--- config.mk ---
export PLATFORM = sky130hd
export DESIGN_NAME = fire_expand3_sched
export DESIGN_NICKNAME = d
export VERILOG_FILES = /design/src/rtl/fire_sched_pkg.sv /design/src/rtl/sched_tap_counter.sv /design/src/rtl/fire_expand3_sched.sv
export SDC_FILE = /design/constraint.sdc
export NUM_CORES = 1
export LEC_CHECK = 0
export BUFFER_PORTS_ARGS = -buffer_cell sky130_fd_sc_hd__buf_2
export CAP_MARGIN = 20
export CORE_MARGIN = 2
export CORE_UTILIZATION = 40
export CTS_CLUSTER_DIAMETER = 80
export DETAILED_ROUTE_END_ITERATION = 7
export GPL_TIMING_DRIVEN = 0
export HOLD_SLACK_MARGIN = 0.05
export PLACE_DENSITY = 0.61
export RECOVER_POWER = 100
export SLEW_MARGIN = 5
export SYNTH_ARGS = -nofsm -noshare
export SYNTH_HDL_FRONTEND = slang
export SYNTH_SLANG_ARGS = --single-unit
--- constraint.sdc ---
create_clock -name clk -period 1.62 [get_ports clk]
set_input_delay 0.243 -clock clk [delete_from_list [all_inputs] [get_ports clk]]
set_output_delay 0.243 -clock clk [all_outputs]
set_load 0.01 [all_outputs]
--- src/rtl/fire_sched_pkg.sv ---
// Shared types and sizing helpers for the fire4/fire5 expand-3x3 sequencer.
package fire_sched_pkg;

    typedef enum logic [2:0] {
        StIdle,
        StRun4,
        StDrain4,
        StAck4,
        StRun5,
        StDrain5,
        StAck5
    } state_t;

    typedef enum logic {
        Fire4 = 1'b0,
        Fire5 = 1'b1
    } layer_sel_t;

    function automatic int unsigned mac_len(input int unsigned kernel_dim,
                                            input int unsigned chin);
        return kernel_dim * kernel_dim * chin;
    endfunction

    function automatic int unsigned pixel_count(input int unsigned wout);
        return wout * wout;
    endfunction

    // Counter width that still yields a legal vector when the modulus is 1.
    function automatic int unsigned cnt_width(input int unsigned modulus);
        return (modulus > 1) ? $clog2(modulus) : 1;
    endfunction

    function automatic layer_sel_t state_layer(input state_t st);
        if (st inside {StRun5, StDrain5, StAck5}) begin
            return Fire5;
        end
        return Fire4;
    endfunction

endpackage

--- src/rtl/sched_tap_counter.sv ---
// Modulo counter with enable, sync clear and terminal-count flag; used for taps and pixels.
module sched_tap_counter #(
    parameter int unsigned Modulus = 2,
    parameter int unsigned Width   = 1
) (
    input  logic             clk,
    input  logic             rst,
    input  logic             clr,
    input  logic             en,
    output logic [Width-1:0] count,
    output logic             tc
);

    localparam logic [Width-1:0] Last = Width'(Modulus - 1);

    logic [Width-1:0] count_q;

    always_ff @(posedge clk or posedge rst) begin
        if (rst) begin
            count_q <= '0;
        end else if (clr) begin
            count_q <= '0;
        end else if (en) begin
            count_q <= tc ? '0 : count_q + Width'(1);
        end
    end

    assign count = count_q;
    assign tc    = (count_q == Last);

endmodule

--- src/rtl/fire_expand3_sched.sv ---
// Sequencer for the shared expand-3x3 MAC array: fire4, RAM ack, fire5, RAM ack.
// Optional build macro SCHED_PERF_CNT_EN adds stall_cycles / layer_cycles counters.
module fire_expand3_sched
    import fire_sched_pkg::*;
#(
    parameter int unsigned WOUT       = 32,
    parameter int unsigned CHIN       = 32,
    parameter int unsigned KERNEL_DIM = 3,
    parameter int unsigned CLR_LAT    = 2
) (
    input  logic                                               clk,
    input  logic                                               rst,
    input  logic                                               start,
    input  logic                                               ifm_valid,
    input  logic                                               ram_feedback_4,
    input  logic                                               ram_feedback_5,
    output logic                                               fire4_expand_3_en,
    output logic                                               fire5_expand_3_en,
    output logic [cnt_width(mac_len(KERNEL_DIM, CHIN))-1:0]    weight_rom_address,
    output logic                                               mac_layer_en,
    output logic                                               mac_clr,
    output logic                                               ofm_sample,
    output logic [cnt_width(pixel_count(WOUT))-1:0]            pixel_index,
    output logic                                               fire4_expand_3_finish,
    output logic                                               fire5_expand_3_finish,
    output logic                                               busy,
`ifdef SCHED_PERF_CNT_EN
    output logic [31:0]                                        stall_cycles,
    output logic [31:0]                                        layer_cycles,
`endif
    output logic                                               done
);

    localparam int unsigned MAC_LEN = mac_len(KERNEL_DIM, CHIN);
    localparam int unsigned NPIX    = pixel_count(WOUT);
    localparam int unsigned AW      = cnt_width(MAC_LEN);
    localparam int unsigned PW      = cnt_width(NPIX);

    state_t               state_q;
    logic                 en4_q;
    logic                 en5_q;
    logic                 layer_en_q;
    logic                 smp_q;
    logic                 fin4_q;
    logic                 fin5_q;
    logic                 busy_q;
    logic                 done_q;
    logic [CLR_LAT-1:0]   clr_sr_q;

    layer_sel_t           cur_layer;
    logic                 running;
    logic                 accept;
    logic                 last_tap;
    logic                 feedback;
    logic                 ack_leave;
    logic                 tap_tc;
    logic                 pix_tc;
    logic [AW-1:0]        tap_count;
    logic [PW-1:0]        pix_count;

    always_comb begin
        cur_layer = state_layer(state_q);
        running   = state_q inside {StRun4, StRun5};
        accept    = running & ifm_valid;
        last_tap  = accept & tap_tc;
        feedback  = (cur_layer == Fire5) ? ram_feedback_5 : ram_feedback_4;
        ack_leave = (state_q inside {StAck4, StAck5}) & feedback;
    end

    sched_tap_counter #(
        .Modulus (MAC_LEN),
        .Width   (AW)
    ) u_tap_cnt (
        .clk   (clk),
        .rst   (rst),
        .clr   (1'b0),
        .en    (accept),
        .count (tap_count),
        .tc    (tap_tc)
    );

    // Counts captures, so it lags the tap stream by CLR_LAT+1 cycles; as a pixel takes at least
    // MAC_LEN (>= 9) cycles, it already names the current pixel by that pixel's last tap.
    sched_tap_counter #(
        .Modulus (NPIX),
        .Width   (PW)
    ) u_pix_cnt (
        .clk   (clk),
        .rst   (rst),
        .clr   (ack_leave),
        .en    (clr_sr_q[CLR_LAT-1]),
        .count (pix_count),
        .tc    (pix_tc)
    );

    always_ff @(posedge clk or posedge rst) begin
        if (rst) begin
            state_q    <= StIdle;
            en4_q      <= 1'b0;
            en5_q      <= 1'b0;
            layer_en_q <= 1'b0;
            smp_q      <= 1'b0;
            fin4_q     <= 1'b0;
            fin5_q     <= 1'b0;
            busy_q     <= 1'b0;
            done_q     <= 1'b0;
            clr_sr_q   <= '0;
        end else begin
            clr_sr_q   <= CLR_LAT'({clr_sr_q, last_tap});
            smp_q      <= clr_sr_q[CLR_LAT-1];
            layer_en_q <= en4_q | en5_q;
            done_q     <= 1'b0;
            unique case (state_q)
                StIdle: begin
                    if (start) begin
                        state_q <= StRun4;
                        en4_q   <= 1'b1;
                        busy_q  <= 1'b1;
                    end
                end
                StRun4: begin
                    if (last_tap && pix_tc) begin
                        state_q <= StDrain4;
                    end
                end
                StDrain4: begin
                    // The only capture still in flight here is the final pixel's.
                    if (smp_q) begin
                        state_q <= StAck4;
                        en4_q   <= 1'b0;
                        fin4_q  <= 1'b1;
                    end
                end
                StAck4: begin
                    if (ack_leave) begin
                        state_q <= StRun5;
                        fin4_q  <= 1'b0;
                        en5_q   <= 1'b1;
                    end
                end
                StRun5: begin
                    if (last_tap && pix_tc) begin
                        state_q <= StDrain5;
                    end
                end
                StDrain5: begin
                    if (smp_q) begin
                        state_q <= StAck5;
                        en5_q   <= 1'b0;
                        fin5_q  <= 1'b1;
                    end
                end
                StAck5: begin
                    if (ack_leave) begin
                        state_q <= StIdle;
                        fin5_q  <= 1'b0;
                        busy_q  <= 1'b0;
                        done_q  <= 1'b1;
                    end
                end
                default: begin
                    state_q <= StIdle;
                end
            endcase
        end
    end

`ifdef SCHED_PERF_CNT_EN
    logic [31:0] stall_q;
    logic [31:0] layer_q;

    always_ff @(posedge clk or posedge rst) begin
        if (rst) begin
            stall_q <= '0;
            layer_q <= '0;
        end else if (state_q == StIdle && start) begin
            stall_q <= '0;
            layer_q <= '0;
        end else begin
            if ((state_q inside {StRun4, StRun5, StDrain4, StDrain5}) && layer_q != '1) begin
                layer_q <= layer_q + 32'd1;
            end
            if (running && !ifm_valid && stall_q != '1) begin
                stall_q <= stall_q + 32'd1;
            end
        end
    end

    assign stall_cycles = stall_q;
    assign layer_cycles = layer_q;
`endif

    assign fire4_expand_3_en     = en4_q;
    assign fire5_expand_3_en     = en5_q;
    assign weight_rom_address    = tap_count;
    assign mac_layer_en          = layer_en_q;
    assign mac_clr               = clr_sr_q[CLR_LAT-1];
    assign ofm_sample            = smp_q;
    assign pixel_index           = pix_count;
    assign fire4_expand_3_finish = fin4_q;
    assign fire5_expand_3_finish = fin5_q;
    assign busy                  = busy_q;
    assign done                  = done_q;

endmodule

==> results of run 1 <==
-- sequential cells by signal, indices dropped and copies added (netlist names) --
signal and cells:
u_pix_cnt.count 10, ofm_sample 1, fire4_expand_3_finish 1, clr_sr_q 2
done 1, fire5_expand_3_en 1, fire5_expand_3_finish 1, mac_layer_en 1
fire4_expand_3_en 1, u_tap_cnt.count 9, busy 1, state_q 3
-- metal layers --
layer	share of wire, %	global-route usage [%]	up-vias
met5	0	0	-
met4	1.4	7.143	0
met3	4.9	5.068	8
met2	51	27.60	36
met1	43	19.78	631
li1	-	-	657
-- synth_stat cells --
cell type and n:
o21bai_1 1, nor4_2 1, buf_1 2, nor4_4 1, a311oi_1 1, nor2_1 25, mux2_1 1, nand3_1 5
nand3b_1 2, mux2i_1 1, a31oi_1 4, a21oi_2 1, or3_1 1, o31ai_1 2, nor3_1 2, inv_1 4
nand2_1 12, o2111ai_1 3, or2b_4 1, a21oi_1 10, or2_2 1, o21ai_1 5, inv_2 1, xor2_1 8
nor3b_2 1, and3_2 1, and3_1 3, xnor2_1 8, ha_1 2, a41o_1 1, o21ai_0 2, a211oi_1 1
clkbuf_1 5, nand2b_1 2, and3b_1 1, dfrtp_1 32, o221a_2 1, or4b_4 1, nand4_1 5
-- power breakdown --
part | switching (mW) | internal (mW)
Sequential | 0.263 | 1.00
Clock | 0.266 | 0.346
Combinational | 0.624 | 0.437
Total | 1.15 | 1.79
-- tightest hold or removal path: cells and delay by family --
family                 cells  cell delay [ns]
AND/OR/NAND/NOR            2             0.15
buffers and inverters      1             0.13
-- cell usage in the layout (no fill, tap or decap), types with 2 or more instances in the layout --
cell type | synthesis | routed
o31ai_1 | 2 | 2
clkbuf_2 | 0 | 2
nand3_1 | 5 | 5
xnor2_1 | 8 | 7
xor2_1 | 8 | 8
buf_2 | 0 | 8
clkbuf_8 | 0 | 6
nand2_1 | 12 | 12
o21ai_0 | 2 | 5
clkbuf_1 | 5 | 34
a21oi_1 | 10 | 10
dfrtp_1 | 32 | 30
nand3b_1 | 2 | 2
a31oi_1 | 4 | 4
nor2_2 | 0 | 2
nor2_1 | 25 | 23
o21ai_1 | 5 | 2
dfrtp_2 | 0 | 2
inv_1 | 4 | 4
buf_4 | 0 | 4
o2111ai_1 | 3 | 3
nand2b_1 | 2 | 2
and3_1 | 3 | 3
nand4_1 | 5 | 5
-- worst max path at each step --
stage	cells past startpoint	start	to
final	5	u_tap_cnt.count[5]	state_q[0]
after global placement	5	u_tap_cnt.count[5]	state_q[0]
after CTS	5	u_tap_cnt.count[5]	state_q[0]
after detailed placement	5	u_tap_cnt.count[5]	state_q[0]
after floorplan	5	u_tap_cnt.count[5]	state_q[0]
after global routing	5	u_tap_cnt.count[5]	state_q[0]
-- final cells by class --
| class | count | area (µm²) | area share [%] |
|---|---|---|---|
| Inverter | 5 | 18.77 | 0.9615 |
| Sequential cell | 32 | 803.3 | 41.15 |
| Timing Repair Buffer | 42 | 190.2 | 9.744 |
| Buffer | 5 | 20.02 | 1.026 |
| Clock buffer | 8 | 90.09 | 4.615 |
| Multi-Input combinational cell | 117 | 769.5 | 39.42 |
| Tap cell | 48 | 60.06 | 3.077 |
-- cell families (layout without fill, tap and decap cells) --
| kind of cell | count (synthesis) | count (layout) | synth area share (%) |
|---|---|---|---|
| AND/OR/NAND/NOR | 65 | 65 | 22.13 |
| AO/OA/AOI/OAI | 32 | 32 | 12.91 |
| flip-flops | 32 | 32 | 50.39 |
| XOR/XNOR | 16 | 16 | 8.819 |
| buffers and inverters | 12 | 60 | 2.834 |
| adder cells (fa/ha/maj) | 2 | 2 | 1.575 |
| multiplexers | 2 | 2 | 1.339 |
-- repair_timing --
action,4_1_cts,5_1_grt
pin swaps,5,2
buffers inserted,7,0
hold buffers,1,0
gates resized for setup,6,2
endpoints found under the hold margin,9,0
endpoints found under the setup margin,13,10
==> out/results.tsv, run 1 <==
stage	metric	value	unit
outcome	status	finished with violations	
outcome	violated checks	setup timing	
place	placed cells	243	
logic_synthesis	synth top area cells	dfrtp_1 50%, nor2_1 5.9%, xnor2_1 4.4%	
place	Placement Setup Slack	-0.3566	ns
global_routing	global-route wire length before repair	5.513	mm
clock_tree	clock buffer depth	2	
die	die area	4493	µm²
pwr	Leakage	0.8320	nW
clock_tree	later-pin clock latency in the skew report	0.28	ns
hold_path	hold wc startpoint	ram_feedback_5	
critical_path	Crit Path Class	reg -> reg	
timing	Post-Route Setup TNS	-0.3426	ns
logic_synthesis	synth warn	0	
timing	Layout Skew	0.005928	ns
pwr	Pwr Total	2.940	mW
critical_path	critical path launch point type	register	
global_routing	grt total ovfl	0	
critical_path	crit-path cells	or4b_4 > nor4_4 > a21oi_2 > nor4_2 > o31ai_1	
logic_synthesis	Post-Synthesis Net Count	169	
critical_path	Crit-path slowest cell	or4b_4	
die	Die Wd	67.03	µm
hold_path	hold path cells	3	
route	DR WL/cell	12.91	µm
die	Initial Util	42.45	%
critical_path	CP Max Fanout	4	
logic_synthesis	Gate Count Post-Synth	161	
hold_path	worst hold-check path type	in -> reg	
die	I/O pin total	34	
final_layout	number of diodes	0	
critical_path	worst path required time	1.77	ns
logic_synthesis	Synth area leader	dfrtp_1	
final_layout	Finished Layout Cells	257	
logic_synthesis	Synth cell types	39	
timing	Max Clock Freq	565.7	MHz
critical_path	r2r worst-path depth	5	
global_routing	GRT Util Overall	16.64	%
timing	PnR worst setup slack	-0.1478	ns
logic_synthesis	post-synth top area share	50.39	%
die	core footprint	3744	µm²
final_layout	# nets final	216	
logic_synthesis	Synth Register Bits	32	
final_layout	post-route cell area	1952	µm²
timing	Setup Viol. Count Final	5	
route	final wirelength	3.317	mm
die	die height	67.03	µm
route	DRC marker count from the first detailed-route iteration	63	
timing	Final Hold Fails	0	
timing	worst slew pin tran	0.5611	ns
critical_path	CP max stage delay	0.55	ns
final_layout	Area growth, synth to finish	22.83	%
timing	Tmin final	1.768	ns
logic_synthesis	Syn Area/Cell	9.870	µm²
die	row count	22	
critical_path	arrival time of the worst setup path	1.92	ns
global_routing	initial antenna violation count	0	
timing	Fin Hold WS	0.2860	ns
timing	crit share post-route	109.1	%
final_layout	final design utilization	52.14	%
critical_path	CP delay by family, top	simple AND/OR/NAND/NOR gates	
timing	RSZ-0062 raised after global routing	yes	
final_layout	FILL cells	370	
timing	Slew Limit Fails	0	
place	hpwl dp	2.402	mm
place	GP Congestion	0.8818	
clock_tree	H-tree levels	2	
clock_tree	clock-pin slew on the worst setup and hold paths	0.06	ns
timing	Rel. slew slack	62.59	%
clock_tree	Root Driver	clkbuf_8	
critical_path	Worst R2R End	state_q[0]	
route	drt pass-1 iters	4	
global_routing	vias in the first global route	1249	
critical_path	reg-to-reg startpoint	u_tap_cnt.count[5]	
place	Post-DP Area	1848	µm²
logic_synthesis	Netlist Area Pre-Place	1589	µm²
hold_path	hold path endpoint	done	
place	port bufs	33	
clock_tree	total CTS buffers	5	
route	number of routed nets with antenna violations	0	
critical_path	flop2flop setup slack	-0.15	ns
run	Max-Cap Viols	0	
route	vias	1332	
route	vias per inst	5.183	
pwr	PD cells	1506	nW/µm²
critical_path	Buf/Inv on CP	0	
logic_synthesis	register area share after synthesis	50.39	%
global_routing	pin count of the biggest net entering global routing	24	
clock_tree	CTS tree	built	
clock_tree	# clock sinks	32	
critical_path	Worst setup EP type	register	
route	# DRC	0	
final_layout	layout cells sized above 1	17.70	%
pwr	VDD IR-drop max	0.8237	mV
No activity file was read; power rests on OpenSTA's default activity.
==> run 2: changes to the inputs <==
--- a/config.mk
+++ b/config.mk
@@ -13,7 +13,7 @@
 export DETAILED_ROUTE_END_ITERATION = 7
 export GPL_TIMING_DRIVEN = 0
 export HOLD_SLACK_MARGIN = 0.05
-export PLACE_DENSITY = 0.61
+export PLACE_DENSITY_LB_ADDON = 0.25
 export RECOVER_POWER = 100
 export SLEW_MARGIN = 5
 export SYNTH_ARGS = -nofsm -noshare
==> run 2 against run 1 <==
Effect of this change: the run still ends with setup timing left; total power is 1.7% higher; routed wire length is 4.3% higher; non-clock buffer count is 1 higher; combinational power grew 4%; global-route usage is 0.85 points higher; clock-buffer cell count fell by 2; critical path depth stayed put; sequential share of layout area fell by 0.63 points; first-iteration DRC count fell by 19%; clock skew grew 0.00063 ns; critical endpoint unchanged; largest power group unchanged; highest routed layer unchanged.
==> out/results.tsv, run 2 (synthesized netlist as in run 1, its figures left out) <==
stage	metric	value	unit	change
pwr	Leakage	0.8420	nW	+1.2%
route	DR WL/cell	13.41	µm	+3.9%
route	DRC marker count from the first detailed-route iteration	51		-19%
timing	Max Clock Freq	567.7	MHz	+0.36%
global_routing	pin count of the biggest net entering global routing	24		unchanged
final_layout	Area growth, synth to finish	25.12	%	
final_layout	most common cell after layout, fill and taps aside	clkbuf_1		
clock_tree	H-tree levels	2		unchanged
outcome	status	finished with violations		
place	Placement Setup Slack	-0.3251	ns	+0.03153 ns
global_routing	global-route wire length before repair	5.727	mm	+3.9%
timing	Post-Route Setup TNS	-0.3708	ns	-0.02822 ns
place	placed cells	243		unchanged
final_layout	Finished Layout Cells	258		+0.39%
critical_path	worst path required time	1.79	ns	+0.02 ns
clock_tree	total CTS buffers	5		unchanged
final_layout	number of diodes	0		unchanged
die	Die Wd	67.03	µm	unchanged
die	I/O pin total	34		unchanged
timing	Setup Viol. Count Final	5		unchanged
timing	PnR worst setup slack	-0.1414	ns	+0.006410 ns
pwr	PD cells	1504	nW/µm²	-0.19%
final_layout	Largest register FFs	10		unchanged
clock_tree	# clock sinks	32		unchanged
die	die area	4493	µm²	unchanged
final_layout	# nets final	217		+0.46%
clock_tree	clock buffer depth	2		unchanged
critical_path	CP Max Fanout	4		unchanged
run	Max-Cap Viols	0		unchanged
die	core footprint	3744	µm²	unchanged
place	port bufs	33		unchanged
outcome	violated checks	setup timing		
timing	Final Hold Fails	0		unchanged
route	drt pass-1 iters	4		unchanged
global_routing	vias in the first global route	1281		+2.6%
route	number of routed nets with antenna violations	0		unchanged
critical_path	Crit Path Class	reg -> reg		
timing	Tmin final	1.761	ns	-0.006410 ns
route	# DRC	0		unchanged
final_layout	layout cells sized above 1	21.43	%	+3.7 points
route	vias per inst	5.190		+0.14%
die	Initial Util	42.45	%	unchanged
clock_tree	clock-pin slew on the worst setup and hold paths	0.07	ns	about the same
critical_path	flop2flop setup slack	-0.14	ns	about the same
timing	Fin Hold WS	0.2832	ns	-0.002834 ns
final_layout	most frequent cells in the layout	32 x clkbuf_1, 28 x dfrtp_1, 22 x nor2_1, 12 x nand2_1, 10 x a21oi_1		
critical_path	Worst setup EP type	register		
timing	Rel. slew slack	62.78	%	+0.19 points
timing	RSZ-0062 raised after global routing	yes		
critical_path	critical path launch point type	register		
global_routing	GRT Util Overall	17.50	%	+0.85 points
hold_path	worst hold-check path type	in -> reg		
timing	worst slew pin tran	0.5582	ns	-0.002852 ns
clock_tree	later-pin clock latency in the skew report	0.28	ns	about the same
route	vias	1339		+0.53%
die	row count	22		unchanged
pwr	VDD IR-drop max	0.9017	mV	+9.5%
global_routing	initial antenna violation count	0		unchanged
die	die height	67.03	µm	unchanged
route	final wirelength	3.459	mm	+4.3%
timing	Slew Limit Fails	0		unchanged
critical_path	arrival time of the worst setup path	1.93	ns	about the same
clock_tree	CTS tree	built		
timing	crit share post-route	108.7	%	-0.40 points
clock_tree	Root Driver	clkbuf_8		
place	hpwl dp	2.400	mm	about the same
timing	Layout Skew	0.006559	ns	+0.0006314 ns
place	GP Congestion	0.8650		-1.9%
global_routing	grt total ovfl	0		unchanged
## run 2: changes by cell type in the layout (fill, tap and decap cells not counted), moves of 2 or more
| cell | delta |
|---|---|
| clkbuf_1 | -2 |
| clkinv_2 | +2 |
| dfrtp_1 | -2 |
| dfrtp_2 | +2 |
| nor2_4 | +2 |
| o21ai_0 | -2 |
| o21ai_1 | +2 |
## run 2: worst paths after layout
check                                   start                  to  depth (start not counted)
hold reg to reg                   clr_sr_q[0]         clr_sr_q[1]                          0
max in group asynchronous                 rst  u_tap_cnt.count[6]                          4
hold / removal                 ram_feedback_5                done                          3
min in group asynchronous                 rst  u_pix_cnt.count[7]                          3
setup / recovery           u_tap_cnt.count[5]          state_q[0]                          5
setup reg to reg           u_tap_cnt.count[5]          state_q[0]                          5
## run 2: worst max-delay path, cell delays in order, from the launching register on
cell	delay, ns
dfrtp_2	0.40
or4b_4	0.55
nor4_4	0.34
a21oi_2	0.10
nor4_2	0.15
o31ai_1	0.10
## run 2: through the flow
step                power (mW)  util (%)  area, µm²
detailed placement       2.322     49.36       1848
finish                   2.989     53.11       1988
global route             3.233     53.11       1988
global placement         2.281     48.63       1821
floorplan                1.977         -       1595
CTS                      3.010     53.68       2009
## run 2: layout make-up
class	count	area, µm²
plain buffers	5	23.77
fillers	374	1755
repair buffers	43	196.4
well taps	48	60.06
clock inverters	2	10.01
clock buffers	6	82.58
flip-flops and latches	32	805.8
inverters	5	18.77
multi-input cells	117	790.8
## run 2: metal layers
metal / track usage, % / routed length, µm / share of wire (%)
met1: 20.62 / 1482 / 43
met2: 28.47 / 1747 / 51
met3: 5.574 / 165 / 4.8
met4: 8.673 / 62 / 1.8
met5: 0 / 0 / 0
## run 2: report_power, final
group | internal [mW] | switching, mW | total [mW]
logic | 0.460 | 0.643 | 1.10
clock network | 0.338 | 0.288 | 0.626
registers | 1.01 | 0.254 | 1.26
## run 2: timing repair
| item | CTS | global route |
|---|---|---|
| setup endpoints to repair | 12 | 11 |
| hold buffers | 1 | 0 |
| endpoints found under the hold margin | 9 | 0 |
| pin swaps | 4 | 2 |
| resized for setup | 6 | 10 |
| gates cloned | 0 | 0 |
| buffers inserted | 7 | 1 |
